File: src/rtl/float_to_fixed_converter.sv
// fp32 -> signed fixed-point converter: round to nearest (ties away from zero),
// saturate to the output range, count clamped samples. 3-stage valid/ready pipeline.
module float_to_fixed_converter #(
  parameter int G_OUT_DWIDTH = 24,
  parameter int G_FRAC_BITS  = 23
) (
  input  logic                    clk,
  input  logic                    reset,
  input  logic                    enable,
  input  logic                    sat_count_clear,
  input  logic [31:0]             din,
  input  logic                    din_valid,
  output logic                    din_ready,
  output logic [G_OUT_DWIDTH-1:0] dout,
  output logic                    dout_valid,
  input  logic                    dout_ready,
  output logic [15:0]             sat_count
);

  localparam int W  = G_OUT_DWIDTH;
  localparam int WW = W + 25;  // wide enough for any in-range shift or rounded right-shift

  localparam logic [W:0] C_MAX_POS = {2'b00, {(W-1){1'b1}}};
  localparam logic [W:0] C_MAX_NEG = {2'b01, {(W-1){1'b0}}};

  typedef struct packed {
    logic               sign;
    logic               zero;  // zero, denormal or NaN
    logic               inf;
    logic [23:0]        mant;
    logic signed [10:0] k;
  } s1_t;

  typedef struct packed {
    logic       sign;
    logic       ovf;
    logic [W:0] mag;
  } s2_t;

  logic [2:0]   r_vld_pipe;
  s1_t          r_s1, w_s1;
  s2_t          r_s2, w_s2;
  logic [W-1:0] r_dout, w_dout;
  logic [15:0]  r_sat_cnt;
  logic         w_sat;
  logic         w_adv;
  logic [WW-1:0] w_wide;
  logic [10:0]  w_r;
  logic [24:0]  w_tmp;
  logic [24:0]  w_rnd;

  assign w_adv      = enable & (~r_vld_pipe[2] | dout_ready);
  assign din_ready  = w_adv;
  assign dout       = r_dout;
  assign dout_valid = r_vld_pipe[2];
  assign sat_count  = r_sat_cnt;

  // Stage 1: decode
  always_comb begin
    w_s1      = '0;
    w_s1.sign = din[31];
    w_s1.zero = (din[30:23] == 8'd0) | ((din[30:23] == 8'hFF) & (din[22:0] != 23'd0));
    w_s1.inf  = (din[30:23] == 8'hFF) & (din[22:0] == 23'd0);
    w_s1.mant = {1'b1, din[22:0]};
    w_s1.k    = $signed({3'b000, din[30:23]}) + 11'(G_FRAC_BITS) - 11'sd150;
  end

  // Stage 2: scale and round. Any bit at or above position W means the
  // magnitude already exceeds every representable value.
  always_comb begin
    w_wide    = '0;
    w_r       = '0;
    w_tmp     = '0;
    w_rnd     = '0;
    w_s2      = '0;
    w_s2.sign = r_s1.sign;
    if (r_s1.zero) begin
      w_s2.ovf = 1'b0;
    end else if (r_s1.inf) begin
      w_s2.ovf = 1'b1;
    end else if (!r_s1.k[10]) begin
      if (r_s1.k >= 11'(W)) w_s2.ovf = 1'b1;
      else                  w_wide   = WW'(r_s1.mant) << r_s1.k[5:0];
    end else begin
      // shifting {m,0} leaves the round bit m[r-1] in bit 0; r >= 25 yields 0
      w_r    = -r_s1.k;
      w_tmp  = {r_s1.mant, 1'b0} >> w_r;
      w_rnd  = {1'b0, w_tmp[24:1]} + {24'd0, w_tmp[0]};
      w_wide = WW'(w_rnd);
    end
    w_s2.ovf = w_s2.ovf | (|w_wide[WW-1:W]);
    w_s2.mag = w_wide[W:0];
  end

  // Stage 3: apply sign and saturate on the post-round magnitude
  always_comb begin
    w_sat  = 1'b0;
    w_dout = r_s2.sign ? (~r_s2.mag[W-1:0] + W'(1)) : r_s2.mag[W-1:0];
    if (!r_s2.sign) begin
      if (r_s2.ovf || (r_s2.mag > C_MAX_POS)) begin
        w_sat  = 1'b1;
        w_dout = {1'b0, {(W-1){1'b1}}};
      end
    end else if (r_s2.ovf || (r_s2.mag > C_MAX_NEG)) begin
      w_sat  = 1'b1;
      w_dout = {1'b1, {(W-1){1'b0}}};
    end
  end

  always_ff @(posedge clk) begin
    if (reset) begin
      r_vld_pipe <= '0;
      r_s1       <= '0;
      r_s2       <= '0;
      r_dout     <= '0;
      r_sat_cnt  <= '0;
    end else if (enable) begin
      if (w_adv) begin
        r_vld_pipe <= {r_vld_pipe[1:0], din_valid};
        r_s1       <= w_s1;
        r_s2       <= w_s2;
        if (r_vld_pipe[1]) r_dout <= w_dout;
      end
      if (sat_count_clear)
        r_sat_cnt <= '0;
      else if (w_adv && r_vld_pipe[1] && w_sat && (r_sat_cnt != 16'hFFFF))
        r_sat_cnt <= r_sat_cnt + 16'd1;
    end
  end

endmodule
File: config.mk
export PLATFORM = sky130hd
export DESIGN_NAME = float_to_fixed_converter
export DESIGN_NICKNAME = d
export VERILOG_FILES = /design/src/rtl/float_to_fixed_converter.sv
export SDC_FILE = /design/constraint.sdc
export NUM_CORES = 1
export LEC_CHECK = 0
export ABC_AREA = 0
export ABC_CLOCK_PERIOD_IN_PS = 6900
export CORE_MARGIN = 2
export CORE_UTILIZATION = 60
export CTS_CLUSTER_SIZE = 28
export DETAILED_ROUTE_END_ITERATION = 16
export MAX_ROUTING_LAYER = met4
export PLACE_DENSITY = 0.9
export SLEW_MARGIN = 0
export SYNTH_ARGS = -nofsm -noshare
export SYNTH_HDL_FRONTEND = slang
export SYNTH_SLANG_ARGS = --single-unit
export TNS_END_PERCENT = 100
File: constraint.sdc
create_clock -name clk -period 6.9 [get_ports clk]
set_clock_uncertainty 0.05 [all_clocks]
set_input_delay 1.38 -clock clk [delete_from_list [all_inputs] [get_ports clk]]
set_output_delay 1.38 -clock clk [all_outputs]
set_load 0.005 [all_outputs]
==> impl_metrics.ini <==
[outcome]
outcome = finished, final reports clean

[place]
hpwlAfterDp_um = 21000
placedInstanceArea_um2 = 9750
gp_congestion = 1.00
preCtsSetupSlack_ns = 1.29
port_buffers = 79

[route]
drt-initial-drc-count = 1168
drtPass1Iterations = 6
route.detailed.drc = 0
wire_per_inst_um = 20.5
drt-total-wl_um = 28200
detail-route-antenna-nets = 0
vias_per_cell = 6.84
vias = 9423

[cells_and_area]
layout.nets = 1234
layout-drive-gt1-share_pct = 10.1
fillCellCount = 1191
area_growth_pct = 12.1
utilization_pct = 69.0
fin_area_um2 = 10100
diodes = 0

[clock_tree]
htree_levels = 3
cts_made_buffers = 9
cts_tree = done
postCtsSetupBuffers = 0
worstSkewPairLatency_ns = 0.37
clkSinkCount = 107
cts_resized = 0
cts_buffer_depth = 2
cts-root-buf = clkbuf_16
clk_pin_slew_ns = 0.08
cts_hold_buf = 0

[setup_path]
critPathCapture = r_s2[20]
crit-reg2reg-launch = r_s1[1]
cp_common_cell = ha_1
cp.required_ns = 7.11
path_buf_inv = 2
rrSetupSlack_ns = 1.21
cp.depth = 15
max_stage_delay_ns = 1.25
crit_path_end_kind = register
worstSetupPathType = register to register
cp_max_fo = 40
r2r_cells = 15
crit_slowest_cell = ha_1
cp-startpoint = r_s1[1]
cp-start-kind = register
path_cells = clkinv_1, ha_1, mux2_2, mux2i_1, mux2_2, a211oi_1, a31oi_1, nor3_1, ha_1, ha_1, inv_1, nor3_2, and3_1, a211oi_1, o31a_1
rr_endpoint = r_s2[20]
path_delay_family = adder cells
critPathArrivalTime_ns = 5.90

[synthesis]
ys_types = 95
syn_area_per_cell_um2 = 7.67
syn_nets = 1217
synth.ff_latch_count = 107
synth_top_area_cell = dfxtp_1
synthTopCellsByCount = nand2_1 (181), a21oi_1 (126), dfxtp_1 (107)
synth_area_leaders = dfxtp_1 (24%), nand2_1 (7.6%), a21oi_1 (7.0%)
netlist_area_um2 = 8980
synth_cells = 1171
synth_warnings = 0
seq_area_frac_synth_pct = 23.8
synth_ff_type = dfxtp_1
synth_top_area_share_pct = 23.8
yosys.cell_count.top_type = nand2_1
synthArstFlopShare_pct = 0
synth_edf_count = 0

[grt]
grt_pass1_wl_um = 44800
overflow = 0
grt_pass1_vias = 8475
grt_antenna_before_repair = 0
grtUsageTotal_pct = 35.9
grt_max_degree = 73

[timing]
final.setup.worst_slack_ns = 1.21
relSlewSlack_pct = 17.4
setup_tns_ns = 0
rsz0062_at_grt = false
hold_viol_final = 0
period_share_pct = 82.4
tightest_slew_ns = 1.24
period_needed_ns = 5.69
setup_viol = 0
fmax_mhz = 176
slew_violations = 0

[min_path]
hold_class = register to register

[floorplanning]
io_pins = 80
dieArea_um2 = 16000
row_count = 44
core_area_um2 = 14600
initial_utilization_pct = 61.6
chipWidth_um = 126
fp.dieH_um = 126

[power]
cellLeakagePower_uw = 0.00341
power_density_nw_per_um2 = 182
ir_worst_vdd_mv = 0.128

[job]
max-cap-violations = 0
registers in the layout, summed over array words and instances (netlist names):
register and flops:
sat_count 16, r_s2 27, r_s1 37, dout 24, r_vld_pipe 3
cell usage in the layout (no fill, tap or decap), drive strengths merged, types with 5 or more instances in the layout:
master         instances
nor2b                 12
a31oi                 16
inv                   28
a211oi                18
nand4                 18
clkdlybuf4s50         78
o221ai                 9
dfxtp                107
xor2                   9
nor3b                  8
o21ai                 52
and3                  12
a22oi                  8
nor2                 104
nor3                  37
a21oi                126
clkbuf                10
nand3                 31
mux2i                 32
o211ai                17
or3                   22
nor4                  21
nand2b                 5
a21boi                 5
a2bb2oi                5
mux2                  36
mux4                  31
xnor2                 31
o22ai                 15
ha                     8
buf                   13
nand2                181
and4                   7
worst min-delay path, stage by stage, from the launching register on:
cell,delay [ns]
dfxtp_1,0.31
nand2_1,0.05
a21oi_1,0.05
cell type report:
class	instances	area [um2]	share of cell area, %
Clock buffer	10	239	2.37
Tap cell	184	230	2.29
Multi-Input combinational cell	953	6400	63.6
Sequential cell	107	2140	21.3
Inverter	26	97.6	0.969
Clock inverter	6	78.8	0.783
Timing Repair Buffer	91	876	8.70
cell families (layout without fill, tap and decap cells):
logic type                 count (synthesis)  count (layout)  synth area share [%]
AOI/OAI and AO/OA                        321             321                  22.8
xor gates and xnor gates                  40              40                  4.36
adders and majority gates                  8               8                  1.11
buffers and inverters                    111             133                  5.04
DFF                                      107             107                  23.8
muxes                                     99              99                  16.1
and+or+nand+nor                          485             485                  26.7
through the flow:
step                power, uW  instances  hold WS (ns)
global placement         1260       1361         0.387
detailed placement       1270       1361         0.393
floorplan                1110       1171         0.382
CTS                      1820       1377         0.403
finish                   1830       1377         0.401
global route             1910       1377         0.429
per-layer routing:
layer  routed length (um)  track usage, %  vias to the layer above
met5                    0               -                        -
met4                 1280            16.4                        0
met2                12500            52.8                      550
met3                 2960            8.73                       91
met1                11500            46.8                     4394
li1                     -               -                     4388
report_power, final:
part           internal (uW)  switching [uW]  leakage (uW)  total (uW)
Sequential               637            50.6      0.000871         688
Clock                    300             260      0.000158         560
Combinational            233             353       0.00238         585
worst min path at each step:
stage          cells past startpoint     startpoint       endpoint
2_1_floorplan                      2  r_vld_pipe[0]  r_vld_pipe[1]
3_3_place_gp                       2        dout[0]        dout[0]
3_5_place_dp                       2        dout[7]        dout[7]
4_1_cts                            2        dout[7]        dout[7]
5_1_grt                            2        dout[2]        dout[2]
6_report                           2        dout[7]        dout[7]
Note: power is estimated with default switching activity, not from simulation.
